$ cat src/rtl/mem_stage_hs.sv
// Memory-access stage between EX and WB: registers the EX slot and runs a
// req/gnt/rvalid data-memory access with lane alignment and a wait timeout.
module mem_stage_hs #(
   parameter int PC_W     = 32,
   parameter int ADDR_W   = 32,
   parameter int REG_AW   = 5,
   parameter int MAX_WAIT = 15
) (
   input  logic              clk,
   input  logic              rst,
   input  logic              stall_in,
   input  logic              flush,
   input  logic              ex_valid,
   input  logic [PC_W-1:0]   ex_pc,
   input  logic [31:0]       ex_result,
   input  logic              ex_mem_en,
   input  logic              ex_mem_we,
   input  logic [2:0]        ex_size,
   input  logic [31:0]       ex_store_data,
   input  logic              ex_rf_we,
   input  logic [REG_AW-1:0] ex_rf_waddr,
   output logic              dmem_req,
   output logic              dmem_we,
   output logic [3:0]        dmem_be,
   output logic [ADDR_W-1:0] dmem_addr,
   output logic [31:0]       dmem_wdata,
   input  logic              dmem_gnt,
   input  logic              dmem_rvalid,
   input  logic [31:0]       dmem_rdata,
   output logic              wb_valid,
   output logic [PC_W-1:0]   wb_pc,
   output logic              wb_rf_we,
   output logic [REG_AW-1:0] wb_rf_waddr,
   output logic [31:0]       wb_rf_wdata,
   output logic              fwd_we,
   output logic [REG_AW-1:0] fwd_waddr,
   output logic [31:0]       fwd_wdata,
   output logic              fwd_pending,
   output logic              stallreq,
   output logic              misalign,
   output logic              timeout_err
);

   localparam int CW = $clog2(MAX_WAIT + 1);

   typedef enum logic [1:0] {IDLE, REQ, WAIT_DATA} state_t;

   state_t            state_q, state_d;
   logic [CW-1:0]     cnt_q, cnt_d, cnt_inc;
   logic              v_q, v_d, mem_en_q, mem_en_d, we_q, we_d;
   logic              rf_we_q, rf_we_d, held_q, held_d, wbwe_q, wbwe_d;
   logic [PC_W-1:0]   pc_q, pc_d;
   logic [31:0]       res_q, res_d, sd_q, sd_d, wbd_q, wbd_d;
   logic [2:0]        size_q, size_d;
   logic [REG_AW-1:0] waddr_q, waddr_d;

   logic [ADDR_W-1:0] addr;
   logic              is_mem, is_load, misal, tmo_hit;
   logic              req, done, tmo, mis, accept, live_we;
   logic [31:0]       rsh, ld_data, live_data, st_data;
   logic [3:0]        st_be;

   assign addr    = res_q[ADDR_W-1:0];
   assign cnt_inc = cnt_q + CW'(1);
   assign tmo_hit = (cnt_inc == CW'(MAX_WAIT));

   always_comb begin
      is_mem  = v_q & mem_en_q;
      is_load = mem_en_q & ~we_q;
      misal   = size_q[2] ? (addr[1:0] != 2'b00)
                          : (size_q[1] & addr[0]);
      // shifting by the lane puts the addressed byte/half at bit 0
      rsh = dmem_rdata >> {addr[1:0], 3'b000};
      case (size_q)
         3'b000:  ld_data = {{24{rsh[7]}}, rsh[7:0]};
         3'b001:  ld_data = {24'b0, rsh[7:0]};
         3'b010:  ld_data = {{16{rsh[15]}}, rsh[15:0]};
         3'b011:  ld_data = {16'b0, rsh[15:0]};
         default: ld_data = dmem_rdata;
      endcase
      case (size_q[2:1])
         2'b00: begin
            st_be   = 4'b0001 << addr[1:0];
            st_data = {4{sd_q[7:0]}};
         end
         2'b01: begin
            st_be   = addr[1] ? 4'b1100 : 4'b0011;
            st_data = {2{sd_q[15:0]}};
         end
         default: begin
            st_be   = 4'b1111;
            st_data = sd_q;
         end
      endcase
      live_data = is_load ? ld_data : res_q;
   end

   always_comb begin
      state_d = state_q;
      cnt_d   = cnt_q;
      req     = 1'b0;
      done    = 1'b0;
      tmo     = 1'b0;
      mis     = 1'b0;
      case (state_q)
         IDLE: begin
            if (held_q || !is_mem) begin
               done = 1'b1;
            end else if (misal) begin
               done = 1'b1;
               mis  = 1'b1;
            end else begin
               req   = 1'b1;
               cnt_d = '0;
               if (!dmem_gnt)  state_d = REQ;
               else if (we_q)  done    = 1'b1;
               else            state_d = WAIT_DATA;
            end
         end
         REQ: begin
            cnt_d = cnt_inc;
            if (tmo_hit) begin
               done    = 1'b1;
               tmo     = 1'b1;
               state_d = IDLE;
            end else begin
               req = 1'b1;
               if (dmem_gnt) begin
                  if (we_q) begin
                     done    = 1'b1;
                     state_d = IDLE;
                  end else begin
                     state_d = WAIT_DATA;
                  end
               end
            end
         end
         WAIT_DATA: begin
            cnt_d = cnt_inc;
            if (dmem_rvalid) begin
               done    = 1'b1;
               state_d = IDLE;
            end else if (tmo_hit) begin
               done    = 1'b1;
               tmo     = 1'b1;
               state_d = IDLE;
            end
         end
         default: state_d = IDLE;
      endcase
   end

   always_comb begin
      accept   = done & ~stall_in;
      v_d      = v_q;
      pc_d     = pc_q;
      res_d    = res_q;
      mem_en_d = mem_en_q;
      we_d     = we_q;
      size_d   = size_q;
      sd_d     = sd_q;
      rf_we_d  = rf_we_q;
      waddr_d  = waddr_q;
      if (accept) begin
         v_d      = ex_valid & ~flush;
         pc_d     = ex_pc;
         res_d    = ex_result;
         mem_en_d = ex_mem_en;
         we_d     = ex_mem_we;
         size_d   = ex_size;
         sd_d     = ex_store_data;
         rf_we_d  = ex_rf_we;
         waddr_d  = ex_rf_waddr;
      end
      live_we = rf_we_q & ~mis & ~tmo;
      // a completed op held by stall_in must not re-issue its access
      held_d  = v_q & done & stall_in;
      wbd_d   = held_q ? wbd_q : live_data;
      wbwe_d  = held_q ? wbwe_q : live_we;
   end

   always_ff @(posedge clk) begin
      if (rst) begin
         state_q  <= IDLE;
         cnt_q    <= '0;
         v_q      <= 1'b0;
         pc_q     <= '0;
         res_q    <= '0;
         mem_en_q <= 1'b0;
         we_q     <= 1'b0;
         size_q   <= '0;
         sd_q     <= '0;
         rf_we_q  <= 1'b0;
         waddr_q  <= '0;
         held_q   <= 1'b0;
         wbd_q    <= '0;
         wbwe_q   <= 1'b0;
      end else begin
         state_q  <= state_d;
         cnt_q    <= cnt_d;
         v_q      <= v_d;
         pc_q     <= pc_d;
         res_q    <= res_d;
         mem_en_q <= mem_en_d;
         we_q     <= we_d;
         size_q   <= size_d;
         sd_q     <= sd_d;
         rf_we_q  <= rf_we_d;
         waddr_q  <= waddr_d;
         held_q   <= held_d;
         wbd_q    <= wbd_d;
         wbwe_q   <= wbwe_d;
      end
   end

   assign dmem_req    = req;
   assign dmem_we     = req & we_q;
   assign dmem_be     = req ? st_be : 4'b0000;
   assign dmem_addr   = req ? {addr[ADDR_W-1:2], 2'b00} : '0;
   assign dmem_wdata  = (req & we_q) ? st_data : '0;
   assign wb_valid    = done & v_q;
   assign wb_pc       = wb_valid ? pc_q : '0;
   assign wb_rf_waddr = wb_valid ? waddr_q : '0;
   assign wb_rf_wdata = !wb_valid ? '0 : (held_q ? wbd_q : live_data);
   assign wb_rf_we    = wb_valid & (held_q ? wbwe_q : live_we);
   assign fwd_we      = wb_rf_we;
   assign fwd_waddr   = v_q ? waddr_q : '0;
   assign fwd_wdata   = wb_rf_wdata;
   assign fwd_pending = v_q & is_load & ~done;
   assign stallreq    = v_q & ~done;
   assign misalign    = mis;
   assign timeout_err = tmo;

endmodule
$ cat config.mk
export PLATFORM = sky130hd
export DESIGN_NAME = mem_stage_hs
export DESIGN_NICKNAME = d
export VERILOG_FILES = /design/src/rtl/mem_stage_hs.sv
export SDC_FILE = /design/constraint.sdc
export NUM_CORES = 1
export LEC_CHECK = 0
export CELL_PAD_IN_SITES_DETAIL_PLACEMENT = 1
export CELL_PAD_IN_SITES_GLOBAL_PLACEMENT = 2
export CORE_MARGIN = 1
export CORE_UTILIZATION = 25
export CTS_BUF_LIST = sky130_fd_sc_hd__clkbuf_4
export DETAILED_ROUTE_END_ITERATION = 10
export MAX_ROUTING_LAYER = met4
export PLACE_DENSITY_LB_ADDON = 0.05
export SKIP_LAST_GASP = 1
export SLEW_MARGIN = 0
export SYNTH_ARGS = -nofsm -noshare
export SYNTH_HDL_FRONTEND = slang
export SYNTH_SLANG_ARGS = --single-unit
$ cat constraint.sdc
create_clock -name clk -period 3 [get_ports clk]
set_input_delay 0.3 -clock clk [delete_from_list [all_inputs] [get_ports clk]]
set_output_delay 0.3 -clock clk [all_outputs]
set_load 0.01 [all_outputs]
After elaboration in Yosys (flattened, before gate mapping). Cells that the tools add are included.

Word-level logic and storage cells: 104. Bits in registers: 148. Input bits: 146. Output and inout bits: 183.

Reduce and logical (&&, ||, !) cells: 10. Bitwise logic cells: 20. Multiplexer cells: 45. Add/subtract/negate cells: 1. Shift-type cells: 2. Equal/unequal tests: 12.

Operators with widths (number): $mux W32 (6); $pmux W32 S4 (1); $pmux W32 S2 (1); $shr A32 B5 Y16 (1); $mux W2 (9); $mux W1 (16); $mux W4 (4); $pmux W4 S2 (2); $and A1 B1 Y1 (14); $mux W5 (2); $ne A3 B3 Y1 const B (3); $eq A3 B2 Y1 const B (2); $not A1 Y1 (6); $pmux W2 S3 (1); $reduce_and A5 Y1 (1); $add A4 B1 Y4 const B (1); $eq A2 B1 Y1 const B (2); $eq A4 B4 Y1 const B (1); $logic_not A2 Y1 (2); $ne A2 B2 Y1 const B (2); $pmux W1 S2 (2); $reduce_bool A2 Y1 (2); $shl A1 B2 Y4 const A (1); $eq A3 B1 Y1 const B (1); other kinds (7) (7).

Logic depth before layout (Yosys ltp).
Depth in word-level cells: 10. Mapped depth: 10. Gate-level depth less buffers: 8.

Worst setup path after synthesis. OpenSTA, ideal clock, no wires.

Path kind: register to output. Start: register cnt_q[0]. End: output port wb_rf_wdata[10]. Setup slack: 0.473 ns. Buffers on the path: 2. Data required time: 2.700 ns. Data arrival time: 2.227 ns. Stages on the path, launching flop included: 10. Cell sequence: dfxtp_1 -> ha_1 -> nor2b_1 -> a21o_1 -> a311o_2 -> a31oi_4 -> inv_2 -> clkbuf_1 -> and2_1 -> buf_4.

Longest elaborated chain between the ends: 7. Elaborated cells between the ends (all ways): 8. Classes of those cells: 1 x add/sub; 1 x eq/ne; 5 x mux; 1 x bitwise.

RTL lines: from (decl) (line 49) `logic [CW-1:0] cnt_q, cnt_d, cnt_inc;`; from (signal assigned) (line 200) `cnt_q <= cnt_d;`; $add A4 B1 Y4 * (line 64) `assign cnt_inc = cnt_q + CW'(1);`; $eq A4 B4 Y1 * (line 65) `assign tmo_hit = (cnt_inc == CW'(MAX_WAIT));`; $mux W1 (line 143) `end else if (tmo_hit) begin`; $mux W1 (line 140) `if (dmem_rvalid) begin`; $pmux W1 S3 * (line 105) `case (state_q)`; $and A1 B1 Y1 * (line 221) `assign wb_valid = done & v_q;`; named net wb_valid (line 30) `output logic wb_valid,`; $mux W32 * (line 224) `assign wb_rf_wdata = !wb_valid ? '0 : (held_q ? wbd_q : live_data);`; to (decl) (line 34) `output logic [31:0] wb_rf_wdata,`.

Mark *: on every way through the listed nets, which the timed path passes. The rest lies on a longest branch.

Worst setup path after layout.
Start: register cnt_q[1]. End: output port wb_pc[6].

Longest elaborated chain between the ends: 7. Elaborated cells between the ends (all ways): 8. Classes of those cells: 1 x add/sub; 1 x eq/ne; 5 x mux; 1 x bitwise.

RTL lines: $add A4 B1 Y4 * (line 64); $eq A4 B4 Y1 * (line 65); $mux W1 (line 143); $mux W1 (line 140); $pmux W1 S3 * (line 105); $and A1 B1 Y1 * (line 221); $mux W32 * (line 222) `assign wb_pc = wb_valid ? pc_q : '0;`; to (decl) (line 31) `output logic [PC_W-1:0] wb_pc,`.

Mark *: on every way between the ends. The rest lies on a longest branch, timed or not.

==> results by group <==
Place
  • Placed instance area: 12400 um^2
  • PortBufs: 326
  • Final HPWL DP: 25.8 mm
  • Placer Congestion: 0.792

Layout
  • Final core utilization: 39.1%
  • # nets final: 1569
  • Area Overhead vs Synth: 52.5%
  • Layout Cell Area excl Fill: 13200 um^2
  • Share of layout cells above drive strength 1: 27.4%
  • Leading cell type in the layout, fill and taps excluded: nand2_1
  • Most frequent cells in the layout: nand2_1 (279), clkdlybuf4s50_1 (154), dfxtp_1 (139), mux2i_1 (134), buf_2 (64)

Synthesis
  • YS warnings: 0
  • Yosys top cell by area: dfxtp_1
  • Synth area leaders: dfxtp_1 (34%), mux2i_1 (15%), nand2_1 (12%)
  • Avg Cell Area, Syn: 7.77 um^2
  • Mapped Area: 8660 um^2
  • Synth Register Bits: 148
  • Most used DFF post-synth: dfxtp_1
  • Syn Inst Count: 1115
  • Post-synthesis sequential area ratio: 34.2%
  • Yosys top cell area share: 34.2%
  • Post-synth EDFFs: 0
  • Ys async rst share: 0%
  • Synth unique cells: 55

Timing
  • Fin crit share: 105%
  • Max_slew headroom: 56.5%
  • Setup_tns: -3790 ps
  • RSZ-0062 raised after global routing: yes
  • Fmax: 0.317 GHz
  • Fin crit period: 3150 ps
  • Worst setup margin: -150 ps
  • Clk_skew: 42.1 ps
  • Fin. max-slew vios: 0
  • Least-Margin Pin Slew: 653 ps
  • # setup viols final: 74
  • Final hold violations: 0

Critical path
  • Critical Path Sink: wb_pc[6]
  • Worst setup path category: reg -> out
  • CP max FO: 6
  • Reg-to-Reg End: addr[3]$_SDFFE_PP0P_
  • Critical Path RT: 2700 ps
  • Worst-case reg-to-reg path depth: 9
  • Worst R2R Start: cnt_q[1]$_SDFFE_PP0P_
  • CP Capture Type: primary output
  • Crit path DAT: 2850 ps
  • CP startpoint kind: register
  • R2r setup slk: 560 ps
  • Worst Setup SP: cnt_q[1]$_SDFFE_PP0P_

Global route
  • Largest net degree at the start of global routing: 76
  • Total track usage: 20.6%
  • First-pass GRT wire length: 53.7 mm
  • Congestion Overflow GR: 0
  • Number of global-route vias before repair: 8992
  • Initial antenna violation count: 8

Power
  • Clock power share: 19.2%
  • Cell internal pwr: 4.64 mW
  • Reg power frac: 36.1%
  • Switching Share: 39.6%
  • VDD IR max: 258 uV
  • Psw: 3.04 mW
  • Pwr/cell area: 581 nW/um^2
  • Comb pwr share: 44.8%
  • P_leak: 5.92 nW

Status
  • Failing checks: setup timing
  • Outcome: finished, violations left

Drt
  • Pre-antenna DRT Iters: 4
  • DRT iter0 DRCs: 228
  • Number of nets with antenna violations after routing: 0
  • Avg WL per Cell: 19.0 um
  • Residual DRC count: 0
  • Drt total wl: 35.8 mm
  • Vias: 8722
  • Vias/cell: 4.62

Clock tree
  • Clock tree sinks: 148
  • Clk pin slew, worst setup/hold paths: 180 ps
  • CTS max path bufs: 2
  • CTS H-tree depth: 4
  • Root buf cell: clkbuf_4
  • CTS tree: done
  • Skew-Pair Late Insertion Delay: 570 ps
  • Cts bufs inserted: 17

Job
  • Max cap viols: 0

Worst hold path
  • Hold Crit Class: in -> reg

Floorplan
  • Chip Width: 188 um
  • # IOs: 329
  • Die area: 35400 um^2
  • Core Area: 33800 um^2
  • Starting Density: 25.6%
  • Num rows: 67
  • Chip Height: 188 um
metal layers:
metal | share of wire (%) | up-vias | wire length (um) | GRT usage, %
li1 | - | 4312 | - | -
met1 | 45 | 4159 | 16200 | 25.6
met2 | 47 | 230 | 16900 | 32.9
met3 | 6.2 | 21 | 2240 | 5.00
met4 | 1.6 | 0 | 559 | 5.75
met5 | 0 | - | 0 | -
synthesized netlist by cell type (7+ instances only):
cell	number
a21oi_1	66
a22o_1	7
a31oi_1	34
and2_1	105
and3_1	25
buf_2	7
buf_4	44
clkbuf_1	66
dfxtp_1	148
inv_1	12
mux2i_1	134
nand2_1	279
nand2b_1	12
nor2_1	48
nor2b_1	23
o21ai_0	7
o221ai_1	14
o22ai_1	8
or2_2	17
how the worst min path moves through the flow:
stage	to	slack, ps	start	cells past startpoint
2_1_floorplan	pc_q[0]$_SDFFE_PP0P_	430	pc_q[0]$_SDFFE_PP0P_	2
3_3_place_gp	pc_q[11]$_SDFFE_PP0P_	440	pc_q[11]$_SDFFE_PP0P_	2
3_5_place_dp	sd_q[24]$_SDFFE_PP0P_	450	sd_q[24]$_SDFFE_PP0P_	2
4_1_cts	sd_q[20]$_SDFFE_PP0P_	180	ex_store_data[20]	3
5_1_grt	pc_q[10]$_SDFFE_PP0P_	190	ex_pc[10]	3
6_report	pc_q[3]$_SDFFE_PP0P_	250	ex_pc[3]	3
power groups by stage:
stage          combinational [mW]  sequential, mW  clock (mW)
4_1_cts                      3.45            2.78        1.55
5_1_grt                      3.73            2.84        1.61
3_3_place_gp                 3.05            2.81           0
6_report                     3.44            2.77        1.47
3_5_place_dp                 3.08            2.81           0
2_1_floorplan                1.96            2.63           0
kinds of logic (layout without fill, tap and decap cells):
group                    Yosys count  in the layout  synth area share, %
AO/OA/AOI/OAI                    161            162                 12.0
flip-flops                       148            148                 34.2
buffers and inverters            140            453                 8.46
AND/OR/NAND/NOR                  521            521                 28.4
other                              1             11               0.0433
adder cells (fa/ha/maj)            6              6                0.867
multiplexers                     137            137                 16.0
XOR/XNOR                           1              1                0.101
through the flow:
stage                     setup WS, ps  power [mW]  std cells  hold WS (ps)
after floorplan                    473        4.58       1116           433
after global placement            38.0        5.86       1814           441
after detailed placement          43.7        5.89       1814           454
after CTS                         -234        7.78       1873           179
after global routing              -275        8.18       1886           189
final                             -150        7.68       1887           245
critical path, stage by stage (launching register included):
cell	delay [ps]
dfxtp_2	370
ha_4	170
nor2b_4	120
a21o_1	190
a311o_2	400
a31oi_4	240
inv_4	110
buf_12	160
buf_16	140
buf_4	140
and2_4	130
buf_6	110
layout make-up:
type	instances	area (um^2)
Antenna cell	9	22.5
Clock buffer	17	128
Clock inverter	15	188
Fill cell	4019	20600
Inverter	14	60.1
Multi-Input combinational cell	829	5360
Sequential cell	148	2980
Tap cell	448	561
Timing Repair Buffer	407	3920
state kept, by name (all words and copies together) (netlist names):
signal / count
we_q: 1
sd_q: 32
addr: 32
v_q: 1
wbwe_q: 1
wbd_q: 32
cnt_q: 4
rf_we_q: 1
waddr_q: 5
pc_q: 32
held_q: 1
size_q: 3
state_q: 2
mem_en_q: 1
timing repair:
item	4_1_cts	5_1_grt
endpoints found under the setup margin	175	167
gates cloned	6	0
buffers inserted	22	5
resized for setup	713	77
hold buffers	0	0
pin swaps	23	1
Note: power is estimated with default switching activity, not from simulation.
